--- src/rtl/imem_pkg.sv ---
// Shared widths, memory size and access-stage payload for the instruction-memory arbiter.
package imem_pkg;

    localparam int unsigned ADDR_W = 16;
    localparam int unsigned DATA_W = 32;
    localparam int unsigned DEPTH  = 2048;

    typedef enum logic [1:0] {
        ACC_NONE  = 2'd0,
        ACC_FETCH = 2'd1,
        ACC_LOAD  = 2'd2
    } acc_t;

    // Request held in the one-deep access stage.
    typedef struct packed {
        acc_t              typ;
        logic [ADDR_W-1:0] addr;
        logic [DATA_W-1:0] data;
    } acc_req_t;

endpackage

--- src/rtl/imem_arbiter_if.sv ---
// Fetch, loader and memory-port signals of the instruction-memory arbiter.
interface imem_arbiter_if;
    import imem_pkg::*;

    logic              fetch_req_valid;
    logic [ADDR_W-1:0] fetch_req_addr;
    logic              fetch_req_ready;
    logic              fetch_rsp_valid;
    logic [DATA_W-1:0] fetch_rsp_data;
    logic              fetch_rsp_ready;
    logic              load_req_valid;
    logic [ADDR_W-1:0] load_req_addr;
    logic [DATA_W-1:0] load_req_data;
    logic              load_req_ready;
    logic              load_err;
    logic              mem_rd;
    logic              mem_wn;
    logic [ADDR_W-1:0] mem_address;
    logic [DATA_W-1:0] mem_write_data;
    logic [DATA_W-1:0] mem_read_data;

    // Arbiter side.
    modport slave (
        input  fetch_req_valid, fetch_req_addr, fetch_rsp_ready,
        input  load_req_valid, load_req_addr, load_req_data,
        input  mem_read_data,
        output fetch_req_ready, fetch_rsp_valid, fetch_rsp_data,
        output load_req_ready, load_err,
        output mem_rd, mem_wn, mem_address, mem_write_data
    );

    // Requester / memory side.
    modport master (
        output fetch_req_valid, fetch_req_addr, fetch_rsp_ready,
        output load_req_valid, load_req_addr, load_req_data,
        output mem_read_data,
        input  fetch_req_ready, fetch_rsp_valid, fetch_rsp_data,
        input  load_req_ready, load_err,
        input  mem_rd, mem_wn, mem_address, mem_write_data
    );

endinterface

--- src/rtl/imem_rsp_fifo.sv ---
// Two-entry fetch response FIFO with same-cycle push/pop and occupancy output.
module imem_rsp_fifo
    import imem_pkg::*;
(
    input  logic              clk,
    input  logic              rst_n,
    input  logic              push,
    input  logic [DATA_W-1:0] push_data,
    input  logic              pop,
    output logic              head_valid,
    output logic [DATA_W-1:0] head_data,
    output logic [1:0]        count
);

    logic [DATA_W-1:0] mem_q [2];
    logic [DATA_W-1:0] mem_d [2];
    logic              rd_ptr_q, rd_ptr_d;
    logic              wr_ptr_q, wr_ptr_d;
    logic [1:0]        count_q, count_d;
    logic              pop_ok;

    // Pointer, storage and occupancy update.
    always_comb begin
        mem_d    = mem_q;
        rd_ptr_d = rd_ptr_q;
        wr_ptr_d = wr_ptr_q;
        pop_ok   = pop && (count_q != 2'd0);
        if (push) begin
            mem_d[wr_ptr_q] = push_data;
            wr_ptr_d        = ~wr_ptr_q;
        end
        if (pop_ok) begin
            rd_ptr_d = ~rd_ptr_q;
        end
        count_d = count_q + 2'(push) - 2'(pop_ok);
    end

    // State registers.
    always_ff @(posedge clk or negedge rst_n) begin
        if (!rst_n) begin
            mem_q    <= '{default: '0};
            rd_ptr_q <= 1'b0;
            wr_ptr_q <= 1'b0;
            count_q  <= 2'd0;
        end else begin
            mem_q    <= mem_d;
            rd_ptr_q <= rd_ptr_d;
            wr_ptr_q <= wr_ptr_d;
            count_q  <= count_d;
        end
    end

    assign head_valid = (count_q != 2'd0);
    assign head_data  = head_valid ? mem_q[rd_ptr_q] : '0;
    assign count      = count_q;

endmodule

--- src/rtl/imem_arbiter.sv ---
// Loader-priority arbiter with bounded fetch starvation, one-deep access stage
// driving the single-port instruction memory, and fetch response FIFO.
module imem_arbiter
    import imem_pkg::ADDR_W, imem_pkg::DATA_W, imem_pkg::acc_req_t,
           imem_pkg::ACC_NONE, imem_pkg::ACC_FETCH, imem_pkg::ACC_LOAD;
#(
    parameter int unsigned DEPTH        = imem_pkg::DEPTH,
    parameter int unsigned MAX_LOAD_RUN = 4
) (
    input logic           clk,
    input logic           rst_n,
    imem_arbiter_if.slave bus
);

    localparam int unsigned RUN_W = $clog2(MAX_LOAD_RUN + 1);

    acc_req_t          acc_q, acc_d;
    logic [RUN_W-1:0]  run_cnt_q, run_cnt_d;
    logic [1:0]        fifo_count;
    logic              fifo_valid;
    logic              fifo_pop;
    logic              fifo_push;
    logic [DATA_W-1:0] fifo_push_data;
    logic [2:0]        occupancy;
    logic              fetch_ok;
    logic              gnt_fetch;
    logic              gnt_load;
    logic              acc_in_range;
    logic              mem_rd_c;
    logic              mem_wn_c;

    // Fetch eligibility and grant selection; nothing is granted while in reset.
    always_comb begin
        fifo_pop  = fifo_valid && bus.fetch_rsp_ready;
        occupancy = 3'(acc_q.typ == ACC_FETCH) + 3'(fifo_count) - 3'(fifo_pop);
        fetch_ok  = (occupancy < 3'd2);
        gnt_fetch = 1'b0;
        gnt_load  = 1'b0;
        if (rst_n) begin
            if (bus.fetch_req_valid && bus.load_req_valid && fetch_ok &&
                (run_cnt_q == RUN_W'(MAX_LOAD_RUN))) begin
                gnt_fetch = 1'b1;
            end else if (bus.load_req_valid) begin
                gnt_load = 1'b1;
            end else if (bus.fetch_req_valid && fetch_ok) begin
                gnt_fetch = 1'b1;
            end
        end
    end

    // Consecutive load grants taken while fetch is waiting and eligible.
    always_comb begin
        run_cnt_d = run_cnt_q;
        if (!bus.fetch_req_valid || gnt_fetch) begin
            run_cnt_d = '0;
        end else if (gnt_load && fetch_ok && (run_cnt_q != RUN_W'(MAX_LOAD_RUN))) begin
            run_cnt_d = run_cnt_q + RUN_W'(1);
        end
    end

    // Next access-stage contents from the winning request.
    always_comb begin
        acc_d = '{typ: ACC_NONE, addr: '0, data: '0};
        if (gnt_load) begin
            acc_d = '{typ: ACC_LOAD, addr: bus.load_req_addr, data: bus.load_req_data};
        end else if (gnt_fetch) begin
            acc_d = '{typ: ACC_FETCH, addr: bus.fetch_req_addr, data: '0};
        end
    end

    // Memory-port decode of the current access; zeroed fields when idle.
    always_comb begin
        acc_in_range   = (32'(acc_q.addr) < DEPTH);
        mem_rd_c       = (acc_q.typ == ACC_FETCH) && acc_in_range;
        mem_wn_c       = (acc_q.typ == ACC_LOAD) && acc_in_range;
        fifo_push      = (acc_q.typ == ACC_FETCH);
        fifo_push_data = mem_rd_c ? bus.mem_read_data : '0;
    end

    // Access stage and run counter registers.
    always_ff @(posedge clk or negedge rst_n) begin
        if (!rst_n) begin
            acc_q     <= '{typ: ACC_NONE, addr: '0, data: '0};
            run_cnt_q <= '0;
        end else begin
            acc_q     <= acc_d;
            run_cnt_q <= run_cnt_d;
        end
    end

    imem_rsp_fifo u_rsp_fifo (
        .clk        (clk),
        .rst_n      (rst_n),
        .push       (fifo_push),
        .push_data  (fifo_push_data),
        .pop        (fifo_pop),
        .head_valid (fifo_valid),
        .head_data  (bus.fetch_rsp_data),
        .count      (fifo_count)
    );

    assign bus.fetch_req_ready = gnt_fetch;
    assign bus.load_req_ready  = gnt_load;
    assign bus.fetch_rsp_valid = fifo_valid;
    assign bus.load_err        = (acc_q.typ == ACC_LOAD) && !acc_in_range;
    assign bus.mem_rd          = mem_rd_c;
    assign bus.mem_wn          = mem_wn_c;
    assign bus.mem_address     = (mem_rd_c || mem_wn_c) ? acc_q.addr : '0;
    assign bus.mem_write_data  = mem_wn_c ? acc_q.data : '0;

endmodule

--- src/flat_wrapper.sv ---
// flat-port wrapper written by rule: the top's interface ports become plain ports
module imem_arbiter_flat import imem_pkg::ADDR_W, imem_pkg::DATA_W, imem_pkg::acc_req_t,
           imem_pkg::ACC_NONE, imem_pkg::ACC_FETCH, imem_pkg::ACC_LOAD;
#(
    parameter int unsigned DEPTH        = imem_pkg::DEPTH,
    parameter int unsigned MAX_LOAD_RUN = 4
)
  (clk, rst_n, bus_fetch_req_valid, bus_fetch_req_addr, bus_fetch_rsp_ready, bus_load_req_valid, bus_load_req_addr, bus_load_req_data, bus_mem_read_data, bus_fetch_req_ready, bus_fetch_rsp_valid, bus_fetch_rsp_data, bus_load_req_ready, bus_load_err, bus_mem_rd, bus_mem_wn, bus_mem_address, bus_mem_write_data);
  imem_arbiter_if bus_i ();
  input logic clk;
  input logic rst_n;
  input wire logic [$bits(bus_i.fetch_req_valid)-1:0] bus_fetch_req_valid;
  input wire logic [$bits(bus_i.fetch_req_addr)-1:0] bus_fetch_req_addr;
  input wire logic [$bits(bus_i.fetch_rsp_ready)-1:0] bus_fetch_rsp_ready;
  input wire logic [$bits(bus_i.load_req_valid)-1:0] bus_load_req_valid;
  input wire logic [$bits(bus_i.load_req_addr)-1:0] bus_load_req_addr;
  input wire logic [$bits(bus_i.load_req_data)-1:0] bus_load_req_data;
  input wire logic [$bits(bus_i.mem_read_data)-1:0] bus_mem_read_data;
  output wire logic [$bits(bus_i.fetch_req_ready)-1:0] bus_fetch_req_ready;
  output wire logic [$bits(bus_i.fetch_rsp_valid)-1:0] bus_fetch_rsp_valid;
  output wire logic [$bits(bus_i.fetch_rsp_data)-1:0] bus_fetch_rsp_data;
  output wire logic [$bits(bus_i.load_req_ready)-1:0] bus_load_req_ready;
  output wire logic [$bits(bus_i.load_err)-1:0] bus_load_err;
  output wire logic [$bits(bus_i.mem_rd)-1:0] bus_mem_rd;
  output wire logic [$bits(bus_i.mem_wn)-1:0] bus_mem_wn;
  output wire logic [$bits(bus_i.mem_address)-1:0] bus_mem_address;
  output wire logic [$bits(bus_i.mem_write_data)-1:0] bus_mem_write_data;
  assign bus_i.fetch_req_valid = bus_fetch_req_valid;
  assign bus_i.fetch_req_addr = bus_fetch_req_addr;
  assign bus_i.fetch_rsp_ready = bus_fetch_rsp_ready;
  assign bus_i.load_req_valid = bus_load_req_valid;
  assign bus_i.load_req_addr = bus_load_req_addr;
  assign bus_i.load_req_data = bus_load_req_data;
  assign bus_i.mem_read_data = bus_mem_read_data;
  assign bus_fetch_req_ready = bus_i.fetch_req_ready;
  assign bus_fetch_rsp_valid = bus_i.fetch_rsp_valid;
  assign bus_fetch_rsp_data = bus_i.fetch_rsp_data;
  assign bus_load_req_ready = bus_i.load_req_ready;
  assign bus_load_err = bus_i.load_err;
  assign bus_mem_rd = bus_i.mem_rd;
  assign bus_mem_wn = bus_i.mem_wn;
  assign bus_mem_address = bus_i.mem_address;
  assign bus_mem_write_data = bus_i.mem_write_data;
  imem_arbiter #(.DEPTH(DEPTH), .MAX_LOAD_RUN(MAX_LOAD_RUN)) u_core (.clk(clk), .rst_n(rst_n), .bus(bus_i));
endmodule
--- config.mk ---
export PLATFORM = sky130hd
export DESIGN_NAME = imem_arbiter_flat
export DESIGN_NICKNAME = d
export VERILOG_FILES = /design/src/rtl/imem_pkg.sv /design/src/rtl/imem_arbiter_if.sv /design/src/rtl/imem_rsp_fifo.sv /design/src/rtl/imem_arbiter.sv /design/src/flat_wrapper.sv
export SDC_FILE = /design/constraint.sdc
export NUM_CORES = 1
export LEC_CHECK = 0
export CORE_MARGIN = 2
export CORE_UTILIZATION = 51
export CTS_BUF_LIST = sky130_fd_sc_hd__clkbuf_4
export CTS_CLUSTER_SIZE = 10
export DETAILED_ROUTE_END_ITERATION = 10
export GPL_ROUTABILITY_DRIVEN = 0
export GPL_TIMING_DRIVEN = 0
export PLACE_DENSITY = 0.88
export SKIP_LAST_GASP = 1
export SYNTH_ARGS = -nofsm -noshare
export SYNTH_HDL_FRONTEND = slang
export SYNTH_SLANG_ARGS = --single-unit
--- constraint.sdc ---
create_clock -name clk -period 6.33 [get_ports clk]
set_input_delay 1.266 -clock clk [delete_from_list [all_inputs] [get_ports clk]]
set_output_delay 1.266 -clock clk [all_outputs]
set_load 0.01 [all_outputs]
Yosys cells after proc, flatten, opt, wreduce, memory -nomap -nowiden --
Index checks and enable logic that the tools add are counted.
Operators by class: add/subtract/negate cells 5, order comparisons 5, equal/unequal tests 4, muxes and demuxes 21, bitwise logic cells 4, reduce and logical (&&, ||, !) cells 18
Operators by type and width (number):
- 32-bit 2-to-1 mux | 7
- 64-bit bitwise mux | 1
- 50-bit 2-to-1 mux | 1
- 49-bit 2-to-1 mux | 1
- 32-bit demux with 1-bit select | 1
- 16-bit by 12-bit < comparator with 1-bit output, second input constant | 1
- 16-bit 2-to-1 mux | 1
- 1-bit logical AND | 12
- 1-bit 2-to-1 mux | 7
- 3-bit 2-to-1 mux | 2
- 2-bit >= comparator, second input constant | 2
- 1-bit inverter with 2-bit output | 2
- 2-bit nonzero test | 2
- 1-bit by 2-bit adder with 3-bit output | 1
- 3-bit by 1-bit adder with 3-bit output, second input constant | 1
- 3-bit equality test, second input constant | 1
- 3-bit by 2-bit < comparator with 1-bit output, second input constant | 1
- 3-bit != test, second input constant | 1
- 3-bit by 1-bit subtractor with 3-bit output | 1
- 2-bit by 1-bit adder with 2-bit output | 1
- 2-bit by 1-bit equality test with 1-bit output, second input constant | 1
- 2-bit equality test, second input constant | 1
- 1-bit logical NOT | 2
- 1-bit logical OR | 2
- other kinds (3) | 4
Word-level totals: register bits after elaboration 121, bits of input ports 101, output and inout port bits 86, logic and storage cells 66

Depth between registers and ports, before layout --
depth in word-level cells 12, gate-level depth with buffers 13, gate-level depth less buffers 11

Modules after synthesis --
A second synthesis with hierarchy kept.
Unflattened totals: cell total of the unflattened synthesis 457, area total of the unflattened synthesis 5683.0 um^2
By module, submodules not included:
- imem_rsp_fifo | instances 1, cells an instance 224, area each 3093.0 um^2, sequential area each 1701.6 um^2
- imem_arbiter | instances 1, cells an instance 233, area each 2590.0 um^2, sequential area each 1326.3 um^2

Worst setup path before layout --
No wires, ideal clock.
kind input to output, start input port bus_fetch_rsp_ready, end output port bus_fetch_req_ready, data arrival time 3225 ps, required time 5064 ps, setup slack 1839 ps, stages on the path 9, path buffers 1, cell sequence and2_1 -> ha_1 -> inv_1 -> ha_1 -> inv_1 -> fa_1 -> xor2_1 -> nor4b_4 -> buf_2
On the way: cells in the longest elaborated chain, start to end 8, elaborated cells between the ends (all ways) 10, classes of those cells add/sub: 1; order compare: 1; mux: 4; reduce/logical: 4
RTL lines:
- start: declaration | RTL line flat_wrapper.sv:14 | input wire logic [$bits(bus_i.fetch_rsp_ready)-1:0] bus_fetch_rsp_ready;
- 1-bit logical AND * | RTL line imem_arbiter.sv:34 | fifo_pop = fifo_valid && bus.fetch_rsp_ready;
- 3-bit by 1-bit subtractor with 3-bit output * | RTL line imem_arbiter.sv:35 | occupancy = 3'(acc_q.typ == ACC_FETCH) + 3'(fifo_count) - 3'(fifo_pop);
- 3-bit by 2-bit < comparator with 1-bit output * | RTL line imem_arbiter.sv:36 | fetch_ok = (occupancy < 3'd2);
- 1-bit logical AND | RTL line imem_arbiter.sv:45 | end else if (bus.fetch_req_valid && fetch_ok) begin
- 1-bit 2-to-1 mux | RTL line imem_arbiter.sv:45
- 1-bit 2-to-1 mux | RTL line imem_arbiter.sv:43 | end else if (bus.load_req_valid) begin
- 1-bit 2-to-1 mux * | RTL line imem_arbiter.sv:40 | if (bus.fetch_req_valid && bus.load_req_valid && fetch_ok &&
- 1-bit 2-to-1 mux * | RTL line imem_arbiter.sv:39 | if (rst_n) begin
- end: declaration | RTL line flat_wrapper.sv:19 | output wire logic [$bits(bus_i.fetch_req_ready)-1:0] bus_fetch_req_ready;
Mark *: on every way between the ends. The rest lies on a longest branch, timed or not.

Worst setup path in the final report --
start input port bus_fetch_rsp_ready, end output port bus_load_req_ready
On the way: cells in the longest elaborated chain, start to end 7
RTL lines:
- 1-bit logical AND | RTL line imem_arbiter.sv:34
- 3-bit by 1-bit subtractor with 3-bit output | RTL line imem_arbiter.sv:35
- 3-bit by 2-bit < comparator with 1-bit output | RTL line imem_arbiter.sv:36
- 1-bit logical AND (2 in a row) | RTL line imem_arbiter.sv:40
- 1-bit 2-to-1 mux | RTL line imem_arbiter.sv:40
- 1-bit 2-to-1 mux | RTL line imem_arbiter.sv:39
- end: declaration | RTL line flat_wrapper.sv:22 | output wire logic [$bits(bus_i.load_req_ready)-1:0] bus_load_req_ready;
No other way between the ends.

==> flow_summary.toml <==
[status]
outcome = "completed"

[detailed_routing]
routedWlPerCell_um = 15.85
drtIter0Drc = 276
vias = 4852
drt_first_pass_iters = 5
drc = 0
routed_wl_um = 14600
viasPerCell = 5.268
drtAntennaViolNets = 0

[floorplanning]
io_pins = 187
fp-row-count = 38
die_w_um = 108.8
die_h_um = 108.8
core-area_sq_mm = 0.01079
fp.dieArea_sq_mm = 0.01183
start_util = 0.5187

[timing]
setup_viol = 0
worstMarginPinSlew_ps = 664.0
maxSlewViolCount = 0
relSlewSlack = 0.5534
fin_tns_setup_ps = 0
grt_setup_unrepaired = "false"
fin_crit_sh = 0.9199
finalWorstPathRequiredPeriod_ps = 5823
finalHoldViolCount = 0
fmax_mhz = 171.7
hold_slack_ps = 485.0
fin_ws_ps = 507.1
fin_worst_skew_ps = 16.29

[yosys]
seq_area_frac_synth = 0.5409
synth_xor_area_frac = 0.006258
syn_avg_cell_area_sq_um = 9.943
syn_area_sq_mm = 0.005598
synth_top_area_frac = 0.5409
netlist_instances = 563
ys.flop_type = "dfrtp_1"
yosys.area_share.adder = 0.01252
ys_async_sr_fraction = 1.000
synth_cell_types = 36
synth_compound_area_frac = 0.1354
synthSimpleGateAreaFrac = 0.1998
synth_top_area_cell = "dfrtp_1"
synth_enable_flop_cells = 0
ys_ff_latch = 121
ys_top_cells_by_area = "dfrtp_1 54%, and2_1 8.6%, nand2_1 6.6%"
muxShareOfSynthArea = 0.05722
synth_top_family_by_area = "simple AND/OR/NAND/NOR gates"
ys_warn_count = 0

[setup_path]
crit_arrival_ps = 4560
cp_num_buf_inv = 5
r2r-start = "u_core.acc_q[49]$_DFF_PN0_"
critPathMaxStageDelay_ps = 610
critPathMaxFanout = 11
cpMaxStageDelayCell = "clkdlybuf4s50_1"
cpLargestDelayFamily = "buffers and inverters"
crit_path_cell_trace = "clkdlybuf4s50_1, and2_1, ha_1, inv_1, ha_1, inv_1, fa_1, and4_1, a21oi_1, clkbuf_1, clkdlybuf4s50_1"
crit_required_ps = 5060
critical_path.startpoint_type = "primary input"
critPathCaptureType = "output port"
startpoint = "bus_fetch_rsp_ready"
criticalPathCategory = "primary input to output port"

[clock_network]
hold_buffers = 0
post_cts_resized = 0
cts-root-buf = "clkbuf_4"
cts_sinks = 121
clk_pin_slew_ps = 100
htree_levels = 4
cts_inserted_buffers = 17
clock_latency_ps = 510
clock_path_buffers = 2
postCtsSetupBuffers = 0
cts_tree = "yes"

[pwr]
p_per_area_mw_per_mm2 = 393.8
ir_worst_vdd_uv = 296.7
leakage_nw = 3.443

[placed_design]
numPortBuffers = 181
dpl.hpwl_um = 10750
dpl_worst_slack_ps = 451.5
dp.cells = 889

[layout]
layout-drive-gt1-share = 0.09219
num-fill-cells = 762
diodes = 0
final_net_count = 874
fin_cells = 921
finish.utilization = 0.7312
syn_to_final_growth_pct = 40.97

[global_routing]
antenna_found_initial = 0
grt_max_degree = 88
grt_overflow = 0
grt.total_usage = 0.2555
grt_pass1_vias = 4816
grt_pass1_wl_um = 23020

[worst_hold_path]
min_from = "u_core.u_rsp_fifo.mem_q[18]$_DFFE_PN0P_"
hold_class = "flip-flop to flip-flop"

[flow_run]
maxCapViolCount = 0
routing by layer:
layer / wire (um) / global-route usage
met1: 5630 / 0.2938
met2: 7428 / 0.4478
met3: 1326 / 0.09145
met4: 214 / 0.07601
met5: 0 / 0
sequential cells by signal, indices dropped and copies added (netlist names):
signal and count:
u_core.u_rsp_fifo.mem_q 64, u_core.run_cnt_q 3, u_core.u_rsp_fifo.rd_ptr_q 1, u_core.u_rsp_fifo.wr_ptr_q 1
u_core.u_rsp_fifo.count 2, u_core.acc_q 50
kinds of logic after synthesis:
group           Yosys count
compound gates          121
xor+xnor                  4
fa+ha+maj                 5
buf+inv                  53
flops                   121
mux                      32
other cells               1
simple gates            226
stage by stage:
step / total power [mW] / cell area [sq um]
final: 3.107 / 7891
after global routing: 3.315 / 7891
after CTS: 3.117 / 7891
after detailed placement: 2.597 / 7629
after global placement: 2.536 / 7600
after floorplan: 1.917 / 5613
tightest hold or removal path: stages, from the launching register on:
cell	delay, ps
dfrtp_1	350
nand2_1	60
o21ai_2	50
layout make-up:
| cell class | count | area [sq um] | area share |
|---|---|---|---|
| Tap cell | 140 | 175.2 | 0.02220 |
| Inverter | 6 | 22.52 | 0.002854 |
| Multi-Input combinational cell | 393 | 2321 | 0.2941 |
| Sequential cell | 121 | 3028 | 0.3837 |
| Clock inverter | 11 | 105.1 | 0.01332 |
| Timing Repair Buffer | 182 | 1841 | 0.2332 |
| Clock buffer | 21 | 157.7 | 0.01998 |
| Buffer | 47 | 241.5 | 0.03060 |
layout by cell type, fill, tap and decap left out, drive strengths merged, types with 6 or more instances in the layout:
cell type,n
nand2,99
dfrtp,121
clkinv,8
buf,19
mux2i,32
inv,6
nor2,34
clkbuf,51
clkdlybuf4s50,180
and2,77
a22o,16
o21ai,98
Yosys cell counts (2+ instances only):
| cell | n |
|---|---|
| mux2i_1 | 32 |
| nor3b_1 | 2 |
| buf_4 | 5 |
| xor2_1 | 2 |
| o21ai_0 | 59 |
| o21ai_1 | 19 |
| xnor2_1 | 2 |
| a21boi_0 | 3 |
| clkbuf_1 | 30 |
| buf_6 | 5 |
| nand2b_1 | 3 |
| a22o_1 | 16 |
| nand2_1 | 99 |
| nand4_1 | 2 |
| buf_2 | 7 |
| ha_1 | 4 |
| dfrtp_1 | 121 |
| o21ai_2 | 20 |
| nor2_1 | 34 |
| and2_1 | 77 |
| inv_1 | 6 |
path summary, 6_finish.rpt:
| kind | slack (ps) | depth (start not counted) | to |
|---|---|---|---|
| max | 510 | 11 | bus_load_req_ready |
| min | 490 | 2 | u_core.u_rsp_fifo.mem_q[18]$_DFFE_PN0P_ |
| max reg2reg | 2500 | 13 | u_core.acc_q[47]$_DFF_PN0_ |
| min reg2reg | 490 | 2 | u_core.u_rsp_fifo.mem_q[18]$_DFFE_PN0P_ |
| max in group asynchronous | 4950 | 2 | u_core.acc_q[41]$_DFF_PN0_ |
| min in group asynchronous | 650 | 1 | u_core.u_rsp_fifo.mem_q[24]$_DFFE_PN0P_ |
report_power, final:
group          total [mW]  switching [mW]  internal, mW
Sequential           1.14           0.121          1.02
Clock               0.520           0.275         0.245
Combinational        1.45           0.738         0.712
Total                3.11            1.13          1.97
Note: power is estimated with default switching activity, not from simulation.
